## src/rtl/keypad_scanner.sv

```systemverilog
// keypad_scanner: 4x4 matrix keypad scanner/debouncer with valid/ready key delivery (optional KEYPAD_AUTOREPEAT_EN)
//   clk, rst (async, active-high), scan_clk (divided scan clock), row_n[3:0] (async, active-low)
//   col_n[3:0] (one-hot low column drive), key_code[3:0]/key_valid/key_ready handshake, key_pressed level
module keypad_scanner #(
  parameter int DEBOUNCE_SCANS = 4,
  parameter int REPEAT_SCANS   = 64
) (
  input  logic       clk,
  input  logic       rst,
  input  logic       scan_clk,
  input  logic [3:0] row_n,
  output logic [3:0] col_n,
  output logic [3:0] key_code,
  output logic       key_valid,
  input  logic       key_ready,
  output logic       key_pressed
);
  localparam int MAXS = DEBOUNCE_SCANS > REPEAT_SCANS ? DEBOUNCE_SCANS : REPEAT_SCANS;
  localparam int CW = $clog2(MAXS + 1);
  typedef enum logic [1:0] {SCAN, PEND, HELD} state_t;
  typedef enum logic [1:0] {R_NONE, R_SINGLE, R_MULTI} res_t;
  logic [3:0] row_s1_q, row_s2_q;
  logic       scan_clk_q;
  logic [1:0] col_q, col_d;
  logic [1:0] acc_n_q, acc_n_d;
  logic [3:0] acc_code_q, acc_code_d;
  res_t       prev_kind_q, prev_kind_d;
  logic [3:0] prev_code_q, prev_code_d;
  logic [CW-1:0] db_q, db_d, db_new;
  state_t     state_q, state_d;
  logic [3:0] key_code_q, key_code_d;
  logic       key_valid_q, key_valid_d;
  logic       key_pressed_q, key_pressed_d;
  logic       scan_step, full, same, press_ok, rel_ok, hs;
  logic [3:0] low, code_now;
  logic [2:0] n_low, sum;
  logic [1:0] row_idx, tot;
  res_t       kind;
`ifdef KEYPAD_AUTOREPEAT_EN
  localparam int RW = $clog2(REPEAT_SCANS + 1);
  logic [RW-1:0] rep_q, rep_d;
`endif
  assign col_n = ~(4'b0001 << col_q);
  assign key_code = key_code_q;
  assign key_valid = key_valid_q;
  assign key_pressed = key_pressed_q;
  always_comb begin
    scan_step = scan_clk & ~scan_clk_q;
    low = ~row_s2_q;
    n_low = {2'b0, low[0]} + {2'b0, low[1]} + {2'b0, low[2]} + {2'b0, low[3]};
    row_idx = low[0] ? 2'd0 : low[1] ? 2'd1 : low[2] ? 2'd2 : 2'd3;
    // Running count of low rows this scan (saturates at 2 = "more than one"), restarted at column 0
    sum = {1'b0, col_q == 2'd0 ? 2'd0 : acc_n_q} + n_low;
    tot = sum >= 3'd2 ? 2'd2 : sum[1:0];
    code_now = n_low == 3'd1 ? {row_idx, col_q} : acc_code_q;
    full = scan_step && col_q == 2'd3;
    kind = tot == 2'd0 ? R_NONE : tot == 2'd1 ? R_SINGLE : R_MULTI;
    same = kind != R_MULTI && kind == prev_kind_q && (kind == R_NONE || code_now == prev_code_q);
    db_new = !same ? CW'(1) : db_q == CW'(MAXS) ? db_q : db_q + 1'b1;
    press_ok = full && kind == R_SINGLE && db_new >= CW'(DEBOUNCE_SCANS);
    rel_ok = full && kind == R_NONE && db_new >= CW'(DEBOUNCE_SCANS);
    hs = key_valid_q & key_ready;
    col_d = scan_step ? col_q + 2'd1 : col_q;
    acc_n_d = scan_step ? tot : acc_n_q;
    acc_code_d = scan_step ? code_now : acc_code_q;
    prev_kind_d = full ? kind : prev_kind_q;
    prev_code_d = full ? code_now : prev_code_q;
    db_d = full ? db_new : db_q;
    state_d = state_q;
    key_code_d = key_code_q;
    key_valid_d = key_valid_q;
    key_pressed_d = key_pressed_q;
`ifdef KEYPAD_AUTOREPEAT_EN
    rep_d = '0;
`endif
    case (state_q)
      SCAN: if (press_ok) begin
        state_d = PEND;
        key_code_d = code_now;
        key_valid_d = 1'b1;
        key_pressed_d = 1'b1;
      end
      PEND: begin
        if (rel_ok) key_pressed_d = 1'b0;
        if (hs) begin
          key_valid_d = 1'b0;
          state_d = (rel_ok || !key_pressed_q) ? SCAN : HELD;
        end
      end
      HELD: if (rel_ok) begin
        key_pressed_d = 1'b0;
        state_d = SCAN;
      end
`ifdef KEYPAD_AUTOREPEAT_EN
      else if (full) begin
        rep_d = (kind == R_SINGLE && code_now == key_code_q) ? rep_q + 1'b1 : '0;
        if (rep_d == RW'(REPEAT_SCANS)) begin
          rep_d = '0;
          key_valid_d = 1'b1;
          state_d = PEND;
        end
      end else rep_d = rep_q;
`endif
      default: state_d = SCAN;
    endcase
  end
  always_ff @(posedge clk or posedge rst) begin
    if (rst) begin
      row_s1_q <= 4'hf;
      row_s2_q <= 4'hf;
      scan_clk_q <= 1'b0;
      col_q <= '0;
      acc_n_q <= '0;
      acc_code_q <= '0;
      prev_kind_q <= R_NONE;
      prev_code_q <= '0;
      db_q <= '0;
      state_q <= SCAN;
      key_code_q <= '0;
      key_valid_q <= 1'b0;
      key_pressed_q <= 1'b0;
`ifdef KEYPAD_AUTOREPEAT_EN
      rep_q <= '0;
`endif
    end else begin
      row_s1_q <= row_n;
      row_s2_q <= row_s1_q;
      scan_clk_q <= scan_clk;
      col_q <= col_d;
      acc_n_q <= acc_n_d;
      acc_code_q <= acc_code_d;
      prev_kind_q <= prev_kind_d;
      prev_code_q <= prev_code_d;
      db_q <= db_d;
      state_q <= state_d;
      key_code_q <= key_code_d;
      key_valid_q <= key_valid_d;
      key_pressed_q <= key_pressed_d;
`ifdef KEYPAD_AUTOREPEAT_EN
      rep_q <= rep_d;
`endif
    end
  end
endmodule

```

## config.mk

```make
export PLATFORM = sky130hd
export DESIGN_NAME = keypad_scanner
export DESIGN_NICKNAME = d
export VERILOG_FILES = /design/src/rtl/keypad_scanner.sv
export SDC_FILE = /design/constraint.sdc
export NUM_CORES = 1
export LEC_CHECK = 0
export ABC_AREA = 1
export ABC_CLOCK_PERIOD_IN_PS = 4500
export CAP_MARGIN = 0
export CELL_PAD_IN_SITES_DETAIL_PLACEMENT = 1
export CELL_PAD_IN_SITES_GLOBAL_PLACEMENT = 1
export CORE_MARGIN = 2
export CORE_UTILIZATION = 24
export CTS_CLUSTER_DIAMETER = 100
export DETAILED_ROUTE_END_ITERATION = 6
export GPL_TIMING_DRIVEN = 0
export HOLD_SLACK_MARGIN = 0.15
export PLACE_DENSITY = 0.46
export SKIP_CTS_REPAIR_TIMING = 1
export SLEW_MARGIN = 20
export SYNTH_ARGS = -nofsm -noshare
export SYNTH_HDL_FRONTEND = slang
export SYNTH_SLANG_ARGS = --single-unit
```

## constraint.sdc

```tcl
create_clock -name clk -period 4.5 [get_ports clk]
set_input_delay 0.9 -clock clk [delete_from_list [all_inputs] [get_ports clk]]
set_output_delay 0.9 -clock clk [all_outputs]
set_load 0.02 [all_outputs]
```

==> out/qor.yml, run 1 <==
global_routing:
  grt_pass1_vias: 1836
  grt_max_degree: 32
  antenna_found_initial: 0
  overflow: 0
  grt_usage: 0.112
  grt_pass1_wl_um: 8640
detailed_routing:
  vias: 1659
  ant_nets: 0
  drc_errors: 0
  wl_per_cell_um: 12.6
  finalWirelength_um: 4890
  drtIter0Drc: 28
  via_per_inst: 4.28
  dr.pass1.iters: 4
setup_path:
  startpoint: "row_s2_q[0]"
  slowest_stage: "dfstp_2"
  cp_num_buf_inv: 4
  crit_family: "adder cells"
  ff2ff_path_depth: 19
  r2r_start: "row_s2_q[0]"
  worstPathRequired_ps: 4680
  crit_path_end_kind: "flip-flop"
  r2r_end: "state_q[1]"
  path_cells: "inv_1, fa_1, ha_1, ha_1, inv_1, fa_1, nand2_1, nor2_1, inv_1, nor3_1, nand2_2, inv_4, o21ai_2, nand2_4, nand2_2, nand2_4, nand3_2, nand2_1, nand2_1"
  startpoint_type: "flip-flop"
  critPathMaxFanout: 7
  critPathKind: "flip-flop to flip-flop"
  reg2reg_setup_slack_ps: 780
  worstPathArrival_ps: 3900
  cpPeakStageDelay_ps: 550
power_and_ir_drop:
  p_per_area_nw_per_um2: 551
  p_int_uw: 833
  p_seq_frac: 0.364
  p_clk_frac: 0.217
  total_power_mw: 1.40
  swShare: 0.405
  p_comb_frac: 0.419
  leakage_nw: 1.22
  ir_drop_mv: 0.142
  switching_power_uw: 567
sta:
  slew_violations: 0
  setup_viol: 0
  relSlewSlack: 0.652
  skew_ps: 9.13
  finalHoldViolations: 0
  worst_pin_slew_ps: 522
  tns_ps: 0
  fmax_ghz: 0.269
  period_share: 0.827
  period_minus_slack_ps: 3720
  grt_setup_unrepaired: "false"
synth:
  yosys_warnings: 0
  syn_area_per_cell_um2: 8.27
  seq_area_frac_synth: 0.458
  synth_nets: 277
  synth.distinct_cells: 25
  synth-edff-count: 0
  postSynthRegisterBits: 38
  syn-instance-count: 254
  netlist_area_um2: 2100
  async_reset_ff_frac: 1.00
  dominantRegCellSynth: "dfrtp_1"
layout:
  seqCellArea_um2: 961
  layout_commonest_cell: "nand2_1"
  area_delta_synth_final_pct: 21.0
  fill_cells: 1037
  layout_common_cells: "nand2_1, inv_1, dfrtp_1"
  post-route-util: 0.296
  multi_input_area_um2: 951
  drive_gt1_frac: 0.132
  nets: 302
  fin_area_um2: 2540
  diodes: 0
clock_network:
  clock_sinks: 38
  cts_root_buf: "clkbuf_8"
  cts_buffer_depth: 2
  cts_buffers: 5
  clkLatencyLatePin_ps: 290
  path_clk_slew_ps: 70
  tritoncts: "built"
  cts.htree.levels: 2
die:
  start_util: 0.244
  design.die.area_um2: 9510
  io_pins: 18
  rows: 34
  dieWidth_um: 97.5
  fp.coreArea_um2: 8590
  die_h_um: 97.5
placed_design:
  dpl-instance-area_um2: 2420
  portBuffers: 17
  gp_congestion: 0.722
  dp_hpwl_um: 3850
min_path:
  hp-start: "row_s1_q[1]"
  hold_path_class: "flip-flop to flip-flop"
  min_to: "row_s2_q[1]"
  holdPathStages: 0
job:
  drv_cap: 0
status:
  status: "complete, no violations"
stage by stage:
stage	instances	hold slack (ps)	setup slack, ps
after floorplan	254	345	1160
final	388	358	779
after detailed placement	380	349	731
after global routing	388	362	418
after CTS	388	360	722
after global placement	379	348	771
synth_stat cells (2+ instances only):
master	n	area, µm²
clkbuf_1	2	7.51
dfrtp_1	30	751
dfstp_2	8	210
fa_1	2	40.0
ha_1	13	163
inv_1	42	158
inv_2	3	11.3
nand2_1	68	255
nand2_2	6	37.5
nand2_4	2	22.5
nand3_1	16	80.1
nand3_2	3	30.0
nand4_1	10	62.6
nor2_1	7	26.3
nor2_2	3	18.8
nor3_1	4	20.0
o21ai_0	20	100
o21ai_1	4	20.0
xor2_1	5	43.8
per-layer routing:
layer / track usage / wire length [µm] / share of wire / vias to the layer above
li1: - / - / - / 852
met1: 0.141 / 2370 / 0.49 / 794
met2: 0.195 / 2370 / 0.48 / 8
met3: 0.0216 / 84 / 0.017 / 5
met4: 0.0353 / 63 / 0.013 / 0
met5: 0 / 0 / 0 / -
power groups by stage:
| stage | combinational, mW | clock, mW | sequential [mW] |
|---|---|---|---|
| after global routing | 0.685 | 0.331 | 0.528 |
| after global placement | 0.587 | 0 | 0.516 |
| after CTS | 0.603 | 0.314 | 0.512 |
| final | 0.587 | 0.304 | 0.509 |
| after floorplan | 0.422 | 0 | 0.503 |
| after detailed placement | 0.599 | 0 | 0.518 |
flip-flops by register name (all words and copies together), names as in the netlist:
| signal | flops |
|---|---|
| key_pressed | 1 |
| key_code | 4 |
| prev_kind_q | 2 |
| prev_code_q | 4 |
| acc_n_q | 2 |
| acc_code_q | 4 |
| scan_clk_q | 1 |
| col_q | 2 |
| state_q | 2 |
| row_s1_q | 4 |
| row_s2_q | 4 |
| key_valid | 1 |
| db_q | 7 |
cell type report:
| class | count | share of cell area |
|---|---|---|
| Sequential cell | 38 | 0.378 |
| Multi-Input combinational cell | 167 | 0.374 |
| Timing Repair Buffer | 18 | 0.0748 |
| Inverter | 46 | 0.0689 |
| Tap cell | 108 | 0.0532 |
| Clock buffer | 7 | 0.0340 |
| Clock inverter | 1 | 0.0118 |
| Buffer | 3 | 0.00492 |
cells by family after synthesis:
family          Yosys count  share of synthesized area
compound gates           28                     0.0721
fa+ha+maj                15                     0.0965
flops                    38                      0.458
simple gates            119                      0.263
xor+xnor                  5                     0.0209
buf+inv                  49                     0.0894
how the worst max path moves through the flow:
stage                  to  slack (ps)  depth (start not counted)
2_1_floorplan  state_q[1]        1160                         19
3_3_place_gp   state_q[1]         770                         19
3_5_place_dp    key_valid         730                         19
4_1_cts        state_q[1]         720                         19
5_1_grt         key_valid         420                         20
6_report       state_q[1]         780                         19
(Power assumes the default switching activity.)
==> inputs of run 2 (changes only) <==
--- a/config.mk
+++ b/config.mk
@@ -6,7 +6,7 @@
 export NUM_CORES = 1
 export LEC_CHECK = 0
 export ABC_AREA = 1
-export ABC_CLOCK_PERIOD_IN_PS = 4500
+export ABC_CLOCK_PERIOD_IN_PS = 3130
 export CAP_MARGIN = 0
 export CELL_PAD_IN_SITES_DETAIL_PLACEMENT = 1
 export CELL_PAD_IN_SITES_GLOBAL_PLACEMENT = 1
@@ -16,7 +16,7 @@
 export DETAILED_ROUTE_END_ITERATION = 6
 export GPL_TIMING_DRIVEN = 0
 export HOLD_SLACK_MARGIN = 0.15
-export PLACE_DENSITY = 0.46
+export PLACE_DENSITY = 0.48
 export SKIP_CTS_REPAIR_TIMING = 1
 export SLEW_MARGIN = 20
 export SYNTH_ARGS = -nofsm -noshare
==> constraint.sdc (replaced) <==
create_clock -name clk -period 3.13 [get_ports clk]
set_input_delay 0.626 -clock clk [delete_from_list [all_inputs] [get_ports clk]]
set_output_delay 0.626 -clock clk [all_outputs]
set_load 0.02 [all_outputs]
==> run 2 against run 1 <==
  * The run now ends with negative setup slack left
  * Via count up 3.3%
  * Utilization is 2.2 points higher
  * Clock power grew 70%
  * Die area is the same
  * Flip-flop and latch count is the same
  * Register-to-register slack lost 1100 ps
  * Largest cell class is now multi-input combinational cells
  * Worst hold slack gained 0.65 ps
  * Maximum frequency grew 7.7%
  * Non-clock buffer count grew 8
  * Global-route usage fell by 0.065 points
  * Sequential power increased by 45%
  * Setup slack got worse by 1100 ps
==> out/qor.yml, run 2 (synthesis results as in run 1) <==
sta:
  fmax_ghz: 0.289
  worst_pin_slew_ps: 523
  fin_ws_ps: -325
  period_share: 1.10
  setup_viol: 15
  tns_ps: -2710
  timing.hold.ws_ps: 359
  relSlewSlack: 0.649
  grt_setup_unrepaired: "true"
  skew_ps: 7.58
  slew_violations: 0
  period_minus_slack_ps: 3460
  finalHoldViolations: 0
die:
  fp.coreArea_um2: 8590
  io_pins: 18
  die_h_um: 97.5
  rows: 34
  dieWidth_um: 97.5
  design.die.area_um2: 9510
  start_util: 0.244
min_path:
  hold_path_class: "flip-flop to flip-flop"
  holdPathStages: 0
layout:
  seqCellArea_um2: 961
  area_delta_synth_final_pct: 29.9
  largest_reg_flops: 7
  post-route-util: 0.317
  fin_area_um2: 2730
  multi_input_area_um2: 1050
  largest_register: "db_q"
  diodes: 0
  fill_cells: 1030
  layout_common_cells: "nand2_1, inv_1, dfrtp_1"
  drive_gt1_frac: 0.208
  layout_commonest_cell: "nand2_1"
  nets: 310
global_routing:
  grt_max_degree: 31
  overflow: 0
  antenna_found_initial: 0
  grt_pass1_wl_um: 8630
  grt_pass1_vias: 1794
  grt_usage: 0.112
detailed_routing:
  drtIter0Drc: 41
  drc_errors: 0
  vias: 1713
  wl_per_cell_um: 12.5
  finalWirelength_um: 4960
  via_per_inst: 4.33
  dr.pass1.iters: 4
  ant_nets: 0
clock_network:
  clkLatencyLatePin_ps: 300
  path_clk_slew_ps: 90
  clock_sinks: 38
  cts_root_buf: "clkbuf_8"
  cts_buffer_depth: 2
  tritoncts: "built"
  cts.htree.levels: 2
  cts_buffers: 5
placed_design:
  dpl-instance-area_um2: 2470
  gp_congestion: 0.760
  portBuffers: 17
  dp_hpwl_um: 3710
power_and_ir_drop:
  total_power_mw: 2.27
  ir_drop_mv: 0.192
  p_per_area_nw_per_um2: 831
  leakage_nw: 1.30
setup_path:
  worstPathRequired_ps: 3320
  critPathMaxFanout: 6
  ff2ff_path_depth: 19
  cp_common_cell: "nand2_4"
  startpoint_type: "flip-flop"
  critPathKind: "flip-flop to flip-flop"
  crit_path_end_kind: "flip-flop"
  path_cells: "inv_2, fa_1, ha_4, ha_4, inv_6, fa_2, nand2_2, nor2_4, inv_2, nor3_4, nand2_2, clkinv_4, o21ai_4, nand2_4, nand2_4, nand2_4, nand3_2, nand2_1, nand2_1"
  slowest_stage: "dfstp_2"
  worstPathArrival_ps: 3650
  cpPeakStageDelay_ps: 560
status:
  status: "finished with violations"
  failed_checks: "negative setup slack"
job:
  drv_cap: 0
-- run 2: cell types whose count changed in the layout (fill, tap and decap cells not counted), moves of 3 or more --
cell | previous run | this run
ha_4 | 0 | 3
nand2_4 | 2 | 5
o21ai_1 | 4 | 10
ha_1 | 13 | 10
o21ai_0 | 20 | 13
inv_1 | 41 | 36
buf_4 | 0 | 8
inv_2 | 4 | 8
-- run 2: final cells by class --
class,count,share of cell area
multi-input cells,167,0.384
flip-flops and latches,38,0.352
clock buffers,5,0.0252
well taps,108,0.0495
plain buffers,3,0.00459
clock inverters,3,0.0252
inverters,46,0.0670
repair buffers,26,0.0917
-- run 2: metrics by stage --
stage	setup slack, ps	std cells
finish	-325	396
floorplan	-65.9	254
global placement	-400	379
detailed placement	-404	380
global route	-498	396
CTS	-420	388
-- run 2: per-layer routing --
layer | track usage | share of wire | vias to the layer above
met4 | 0.0288 | 0.011 | 0
li1 | - | - | 866
met1 | 0.148 | 0.50 | 822
met5 | 0 | 0 | -
met3 | 0.0245 | 0.024 | 5
met2 | 0.185 | 0.46 | 20
-- run 2: worst paths after layout --
check	startpoint	to	slack [ps]
min in group asynchronous	rst	db_q[4]	560
worst max-delay path	row_s2_q[1]	state_q[1]	-330
worst min register to register	row_s1_q[2]	row_s2_q[2]	360
worst min-delay path	row_s1_q[2]	row_s2_q[2]	360
max in group asynchronous	rst	row_s2_q[3]	2070
worst max register to register	row_s2_q[1]	state_q[1]	-330
-- run 2: critical path: cells and delay by family (launching register included) --
family / cells / cell delay (ps)
adders and majority gates: 4 / 1480
and+or+nand+nor: 10 / 1060
DFF: 1 / 560
buffers and inverters: 4 / 210
AOI/OAI and AO/OA: 1 / 50
-- run 2: report_power, final --
part | internal, mW | total (mW) | switching (mW) | leakage [nW]
Combinational | 0.399 | 1.01 | 0.613 | 0.761
Sequential | 0.630 | 0.736 | 0.106 | 0.475
Clock | 0.320 | 0.517 | 0.198 | 0.0683
Total | 1.35 | 2.27 | 0.917 | 1.30
